==> src/rtl/fifo_pkg.sv <==
// Shared FIFO helpers: default geometry, log2/power-of-two functions and the
// derived pointer widths used by the downsizing FIFO.
package fifo_pkg;

    localparam int DEF_DATAIN_WIDTH  = 32;
    localparam int DEF_DATAOUT_WIDTH = 16;
    localparam int DEF_FIFO_DEPTH    = 16;

    function automatic int log2_ceil(input int value);
        int result;
        result = 0;
        for (int i = 0; i < 31; i++) begin
            if ((1 << result) < value) begin
                result = result + 1;
            end
        end
        return result;
    endfunction

    function automatic bit is_pow2(input int value);
        return (value > 0) && ((value & (value - 1)) == 0);
    endfunction

    function automatic int width_ratio(input int din, input int dout);
        return din / dout;
    endfunction

    function automatic int ratio_bit(input int din, input int dout);
        return log2_ceil(width_ratio(din, dout));
    endfunction

    function automatic int depth_bit(input int depth);
        return log2_ceil(depth);
    endfunction

    // Legal when the wide word splits into a power-of-two count of whole slices.
    function automatic bit ratio_ok(input int din, input int dout);
        return (dout > 0) && (din >= dout) && ((din % dout) == 0) && is_pow2(din / dout);
    endfunction

    function automatic bit depth_ok(input int depth);
        return (depth >= 2) && is_pow2(depth);
    endfunction

endpackage

==> src/rtl/sync_fifo_ds_ram.sv <==
// Single-clock simple dual-port RAM holding wide FIFO words:
// synchronous write, asynchronous read of a whole word.
module sync_fifo_ds_ram #(
    parameter int WIDTH = 32,
    parameter int AW    = 4
) (
    input  logic             clk,
    input  logic             we,
    input  logic [AW-1:0]    waddr,
    input  logic [WIDTH-1:0] wdata,
    input  logic [AW-1:0]    raddr,
    output logic [WIDTH-1:0] rdata
);

    localparam int DEPTH = 1 << AW;

    logic [WIDTH-1:0] mem [DEPTH];

    always_ff @(posedge clk) begin
        if (we) begin
            mem[waddr] <= wdata;
        end
    end

    assign rdata = mem[raddr];

endmodule

==> src/rtl/sync_fifo_downsize.sv <==
// Single-clock FIFO taking DATAIN_WIDTH words and returning DATAOUT_WIDTH slices,
// least-significant slice first. Define SYNC_FIFO_DS_ERR_EN for sticky error flags.
module sync_fifo_downsize
    import fifo_pkg::*;
#(
    parameter int DATAIN_WIDTH  = DEF_DATAIN_WIDTH,
    parameter int DATAOUT_WIDTH = DEF_DATAOUT_WIDTH,
    parameter int FIFO_DEPTH    = DEF_FIFO_DEPTH
) (
    input  logic                     clk,
    input  logic                     rst,
    input  logic                     w_en,
    input  logic [DATAIN_WIDTH-1:0]  data_write,
    input  logic                     r_en,
    output logic [DATAOUT_WIDTH-1:0] data_read,
    output logic                     flag_full,
    output logic                     flag_empty,
    output logic [depth_bit(FIFO_DEPTH)+ratio_bit(DATAIN_WIDTH, DATAOUT_WIDTH):0] fill_level
`ifdef SYNC_FIFO_DS_ERR_EN
    ,
    output logic                     err_overflow,
    output logic                     err_underflow
`endif
);

    localparam int RATIO          = width_ratio(DATAIN_WIDTH, DATAOUT_WIDTH);
    localparam int RATIO_BIT      = ratio_bit(DATAIN_WIDTH, DATAOUT_WIDTH);
    localparam int FIFO_DEPTH_BIT = depth_bit(FIFO_DEPTH);
    localparam int PTR_W          = FIFO_DEPTH_BIT + RATIO_BIT + 1;

    localparam logic [FIFO_DEPTH_BIT:0] WPTR_ONE   = 1;
    localparam logic [PTR_W-1:0]        RPTR_ONE   = 1;
    localparam logic [FIFO_DEPTH_BIT:0] FULL_WORDS = FIFO_DEPTH;

    if (!ratio_ok(DATAIN_WIDTH, DATAOUT_WIDTH)) begin : g_bad_ratio
        $error("sync_fifo_downsize: DATAIN_WIDTH/DATAOUT_WIDTH must be an integer power of 2");
    end
    if (!depth_ok(FIFO_DEPTH)) begin : g_bad_depth
        $error("sync_fifo_downsize: FIFO_DEPTH must be a power of 2 and at least 2");
    end

    // Write pointer counts wide words, read pointer counts slices; both carry a wrap bit.
    logic [FIFO_DEPTH_BIT:0]   wptr;
    logic [PTR_W-1:0]          rptr;
    logic [FIFO_DEPTH_BIT:0]   rptr_words;
    logic [FIFO_DEPTH_BIT-1:0] rd_addr;
    logic [PTR_W-1:0]          wptr_slices;
    logic [DATAIN_WIDTH-1:0]   rd_word;
    logic [DATAOUT_WIDTH-1:0]  rd_slice;
    logic                      wr_accept;
    logic                      rd_accept;

    // Request/accept: a write is taken on a rising edge when w_en is high and flag_full is
    // low; a read likewise with r_en and flag_empty. A refused request leaves all state as is.
    assign wr_accept = w_en && !flag_full;
    assign rd_accept = r_en && !flag_empty;

    assign rptr_words  = rptr[PTR_W-1 -: FIFO_DEPTH_BIT+1];
    assign rd_addr     = rptr[RATIO_BIT +: FIFO_DEPTH_BIT];
    assign wptr_slices = PTR_W'(wptr) << RATIO_BIT;

    assign fill_level = wptr_slices - rptr;
    assign flag_empty = (fill_level == '0);
    // A wide entry is only released once its last slice has been consumed.
    assign flag_full  = ((wptr - rptr_words) == FULL_WORDS);

    sync_fifo_ds_ram #(
        .WIDTH (DATAIN_WIDTH),
        .AW    (FIFO_DEPTH_BIT)
    ) u_ram (
        .clk   (clk),
        .we    (wr_accept),
        .waddr (wptr[FIFO_DEPTH_BIT-1:0]),
        .wdata (data_write),
        .raddr (rd_addr),
        .rdata (rd_word)
    );

    if (RATIO_BIT == 0) begin : g_no_slice
        assign rd_slice = rd_word;
    end else begin : g_slice
        logic [RATIO-1:0][DATAOUT_WIDTH-1:0] slices;
        logic [RATIO_BIT-1:0]                slice_idx;
        assign slices    = rd_word;
        assign slice_idx = rptr[RATIO_BIT-1:0];
        assign rd_slice  = slices[slice_idx];
    end

    always_ff @(posedge clk) begin
        if (rst) begin
            wptr      <= '0;
            rptr      <= '0;
            data_read <= '0;
        end else begin
            if (wr_accept) begin
                wptr <= wptr + WPTR_ONE;
            end
            if (rd_accept) begin
                rptr      <= rptr + RPTR_ONE;
                data_read <= rd_slice;
            end
        end
    end

`ifdef SYNC_FIFO_DS_ERR_EN
    always_ff @(posedge clk) begin
        if (rst) begin
            err_overflow  <= 1'b0;
            err_underflow <= 1'b0;
        end else begin
            if (w_en && flag_full) begin
                err_overflow <= 1'b1;
            end
            if (r_en && flag_empty) begin
                err_underflow <= 1'b1;
            end
        end
    end
`endif

endmodule

==> config.mk <==
export PLATFORM = sky130hd
export DESIGN_NAME = sync_fifo_downsize
export DESIGN_NICKNAME = d
export VERILOG_FILES = /design/src/rtl/fifo_pkg.sv /design/src/rtl/sync_fifo_ds_ram.sv /design/src/rtl/sync_fifo_downsize.sv
export SDC_FILE = /design/constraint.sdc
export NUM_CORES = 1
export LEC_CHECK = 0
export CORE_AREA = 2 2 201 203
export DETAILED_ROUTE_END_ITERATION = 12
export DIE_AREA = 0 0 203 205
export PLACE_DENSITY_LB_ADDON = 0.12
export SETUP_SLACK_MARGIN = 0.5
export SLEW_MARGIN = 0
export SYNTH_ARGS = -nofsm -noshare
export SYNTH_HDL_FRONTEND = slang
export SYNTH_SLANG_ARGS = --single-unit
==> constraint.sdc <==
create_clock -name clk -period 14.7 [get_ports clk]
set_input_delay 1.47 -clock clk [delete_from_list [all_inputs] [get_ports clk]]
set_output_delay 1.47 -clock clk [all_outputs]
set_load 0.02 [all_outputs]
Yosys cells after proc, flatten, opt, wreduce, memory -nomap -nowiden --
Memory sizes are Yosys's and may differ from the RTL's. A register that Yosys moved wholly into a read port is not among the register bits. Cells that the tools add are included.
Storage, ports and cells: flip-flop bits (word level) 27, RAM bits 512, bits of input ports 36, word-level logic and storage cells 21, memories kept 1
Operators by class: add/subtract/negate cells 4, $lt $le $gt $ge 1, eq/ne operators 1, mux-type cells 6, reduce and logical (&&, ||, !) cells 5
Memories:
- u_ram.mem | words 16, bits a word 32, read ports 1, clocked after memory_dff 1, wr ports 1, RTL line sync_fifo_ds_ram.sv:17 | logic [WIDTH-1:0] mem [DEPTH];
Operators with widths (number):
- $mux W16 | 2
- $mux W4 | 2
- $add A6 B1 Y6 const B | 1
- $logic_not A6 Y1 | 1
- $sub A6 B6 Y6 | 1
- $add A5 B1 Y5 const B | 1
- $eq A5 B5 Y1 const B | 1
- $sub A5 B5 Y5 | 1
- $logic_and A1 B1 Y1 | 2
- $logic_not A1 Y1 | 2
- $lt A1 B2 Y1 const B | 1
- $mux W1 | 2

Logic depth before layout (Yosys ltp) --
depth in word-level cells 6, depth in mapped cells 12, mapped depth without buffers 11

Hierarchy --
From an unflattened synthesis, not the netlist that was laid out.
Second synthesis, totals: cell total of the unflattened synthesis 1008, area, all modules 21051.4 um^2
By module, submodules not included:
- sync_fifo_ds_ram | instances 1, cells each 806, area each 19213.4 um^2
- sync_fifo_downsize | instances 1, cells each 202, area each 1838.0 um^2

Worst setup path before layout --
OpenSTA, ideal clock, no wires.
path type flip-flop to flip-flop, start point register wptr[0], end point memory u_ram.mem[0][0] (enable), arrival 4224 ps, setup slack 10015 ps, cell stages (with the launch flop) 13, path buffers 1, period minus slack after synthesis 4685 ps, cells stage by stage dfxtp_1 > inv_1 > ha_1 > inv_1 > fa_1 > a21oi_1 > nor3b_1 > a211oi_1 > nand4_1 > and2_1 > buf_2 > nand2_1 > nor3_1
On the way: longest elaborated chain between the ends 6
RTL lines:
- from (decl) | RTL line sync_fifo_downsize.sv:43 | logic [FIFO_DEPTH_BIT:0] wptr;
- from (signal assigned) | RTL line sync_fifo_downsize.sv:96 | wptr <= wptr + WPTR_ONE;
- $sub A5 B5 Y5 | RTL line sync_fifo_downsize.sv:65 | assign flag_full = ((wptr - rptr_words) == FULL_WORDS);
- $eq A5 B5 Y1 | RTL line sync_fifo_downsize.sv:65
- $logic_not A1 Y1 | RTL line sync_fifo_downsize.sv:55 | assign wr_accept = w_en && !flag_full;
- $logic_and A1 B1 Y1 | RTL line sync_fifo_downsize.sv:55
- $mux W1 | RTL line sync_fifo_ds_ram.sv:20 | if (we) begin
- $mux W1 (not written as such) | RTL line sync_fifo_ds_ram.sv:21 | mem[waddr] <= wdata;
- to (decl) | RTL line sync_fifo_ds_ram.sv:17
Several ways; a longest one is shown, not always the timed one.

Worst setup path in the final report --
start point register wptr[2], end point output flag_empty
On the way: longest elaborated chain between the ends 2
RTL lines:
- $sub A6 B6 Y6 | RTL line sync_fifo_downsize.sv:62 | assign fill_level = wptr_slices - rptr;
- $logic_not A6 Y1 | RTL line sync_fifo_downsize.sv:63 | assign flag_empty = (fill_level == '0);
- to (decl) | RTL line sync_fifo_downsize.sv:17 | output logic flag_empty,
Every way passes these cells.

==> metrics.txt <==
Tcrit/Tclk final 0.322; synthesized-area fraction occupied by adder cells 0.00825; cts hold-fix bufs 0; crit path launch wptr[2]; H-tree Lvls 2; fin crit period 4730 ps; CTS Root Cell clkbuf_16; IO Pins 60; vias in the first global route approximately 11000; sequential share of the synthesized area 0.743; Filler cells 2777; mux contribution to synthesized area 0.142; r2r worst-path depth 12; type of origin of the critical path flop; commonest non-fill, non-tap cell in the layout edfxtp_1; via count ~11000; cell count after synthesis roughly 1100; Initial Util 0.547; setup slack after layout 9970 ps; Worst Hold Path Cells 2; GRT Util Overall 0.247; CTS tree built; Reg clk slew, reported paths roughly 60 ps; EDFF count, synth slightly above 500; CP Data Required Time between 10000 and 15000 ps; Final TNS setup 0 ps; Layout Area Growth over Synthesis 13.0%; flops & latches, synth ~540; pwr dens 149 nW/um^2; status completed; largest family of logic cells by synthesized area multiplexers; layout cells sized above 1 0.169; Die X approximately 200 um; postcts setup bufs 0; global route overflow 0; critical path endpoint category output pin; post_cts resized 0; drt wl/cell ~29 um; unrepaired setup endpoints after global routing false; post-DR vias/cell between 6 and 7; Setup WS pre-CTS approximately 11000 ps; first-pass GRT wire length approximately 73000 um; synth warn 0; xor/xnor cell area share of the yosys netlist 0.00407; Final Core Density 0.618; FMAX around 210 MHz; max cap viols 0; R2R Setup Slk 10790 ps; most frequent cells in the layout edfxtp_1 (512), mux2i_1 (111), mux4_2 (70); final wirelength roughly 50000 um; flip-flop and latch area 16000 um^2; Rel. slew slack 0.322; Net Count, Synth 1163; clock sinks about 540; Final Wtd Congestion just under 0.8; end of the critical path flag_empty; reg-to-reg endpoint u_ram.mem[12][14]; crit path DAT roughly 3300 ps; max-slew violation count 0; final hold vios 0; initial antenna violation count 0; Num CTS Buffers 53; FP Rows 73; largest net degree at the start of global routing between 100 and 150; P_leak ~7.5 nW; Worst Min Path Start data_read[12]; 1st-pass router iterations 5; complex-gate fraction of the synthesized area 0.0523; multi-input logic area 5160 um^2; Initial DRC Count 1166; Crit Path Category flop to output pin; ys async rst share 0; Routed Antenna Nets 0; Max IR drop VDD roughly 0.088 mV; worst r2r src wptr[0]; Slew @ Worst Pin ~1000 ps; Synth Cell Area about 22000 um^2; Core Footprint 39400 um^2; port buffer count 59; worst hold path class flop to flop; DRC 0; post-synth cell types 59; Clock Skew 13.7 ps; leading register cell type out of synthesis edfxtp_1; Synth Area in Simple Gates 0.0275; Clk Latency, worst-skew pair roughly 600 ps; die height a little over 200 um; final net count roughly 1200; dpl hpwl roughly 26000 um; Clock Path Buffers 3; Mapped Avg Cell Area 19.3 um^2; Worst Path Max Fanout 10; die area 41600 um^2; # setup viols final 0; # diodes 0
## synth_stat cells (3+ instances only)
cell | instances | share of area
nand2b_1 | 10 | 0.0029
nand2_1 | 23 | 0.0040
buf_4 | 4 | 0.0014
nand3_1 | 6 | 0.0014
o21ai_1 | 11 | 0.0026
a22o_1 | 4 | 0.0016
o21ai_0 | 16 | 0.0037
a41o_1 | 4 | 0.0019
xnor2_1 | 6 | 0.0024
mux4_2 | 70 | 0.073
a221o_1 | 10 | 0.0046
mux2_2 | 5 | 0.0026
a221oi_1 | 26 | 0.011
buf_12 | 5 | 0.0046
and2_1 | 5 | 0.0015
nor2_1 | 49 | 0.0085
clkbuf_1 | 26 | 0.0045
a311oi_1 | 11 | 0.0045
a221oi_2 | 4 | 0.0028
a211oi_1 | 3 | 0.0010
inv_1 | 14 | 0.0024
a21oi_1 | 22 | 0.0051
a211o_1 | 5 | 0.0020
mux2i_1 | 111 | 0.052
nor3_1 | 11 | 0.0026
a22oi_1 | 7 | 0.0024
dfxtp_1 | 31 | 0.029
mux4_1 | 11 | 0.013
nor2b_1 | 7 | 0.0020
a311o_1 | 4 | 0.0019
ha_1 | 11 | 0.0064
o311ai_1 | 4 | 0.0016
nand4_1 | 4 | 0.0012
buf_2 | 15 | 0.0035
a31oi_1 | 6 | 0.0017
xor2_1 | 4 | 0.0016
buf_6 | 9 | 0.0047
edfxtp_1 | 512 | 0.71
## critical path, stage by stage, from the launching register on
cell and delay (ps):
dfxtp_1 580, ha_1 380, or2_1 300, o31ai_2 80
xnor2_1 120, nor4b_2 420, and2_1 180, clkdlybuf4s50_1 600
## routing by layer
layer,GRT usage,vias to the layer above,part of all wire
met5,0,-,0
met4,0.0772,0,0.031
met3,0.0458,113,0.070
met2,0.401,445,0.48
met1,0.344,5752,0.42
li1,-,4753,-
## cell families after synthesis
group | Yosys count
xor gates and xnor gates | 10
and+or+nand+nor | 124
AOI/OAI and AO/OA | 147
adders and majority gates | 13
buffers and inverters | 79
DFF | 543
muxes | 198
## worst min-delay path by stage
stage	end	slack, ps
2_1_floorplan	wptr[4]	490
3_3_place_gp	data_read[12]	490
3_5_place_dp	data_read[4]	500
4_1_cts	data_read[4]	510
5_1_grt	data_read[6]	530
6_report	data_read[12]	500
## state kept, by name, indices dropped and copies added (netlist names), named ones only
register	count
rptr	6
wptr	5
u_ram.mem	512
data_read	16
## cell type report
cell class                 count  share of cell area
timing repair buffer          89              0.0340
multi-input combinational    492               0.212
clock inverter                21             0.00535
sequential                   543               0.658
inverter                      16             0.00247
clock buffer                  74              0.0615
tap                          525              0.0270
## where the power goes
part | switching (W) | leakage (nW) | internal [W] | total, W
registers | 0.0000502 | 4.88 | 0.00174 | 0.00179
clock network | 0.000553 | 0.792 | 0.000724 | 0.00128
logic | 0.000299 | 1.85 | 0.000251 | 0.000550
total | 0.000902 | 7.52 | 0.00272 | 0.00362
## stage by stage
stage	hold slack, ps	instances	total power (W)	cell area, um^2
finish	502	1760	0.00362	24300
global route	525	1760	0.00375	24300
CTS	508	1760	0.00365	24300
detailed placement	500	1665	0.00238	22700
global placement	495	1665	0.00237	22700
floorplan	495	1114	0.00221	21500
(Power assumes the default switching activity.)
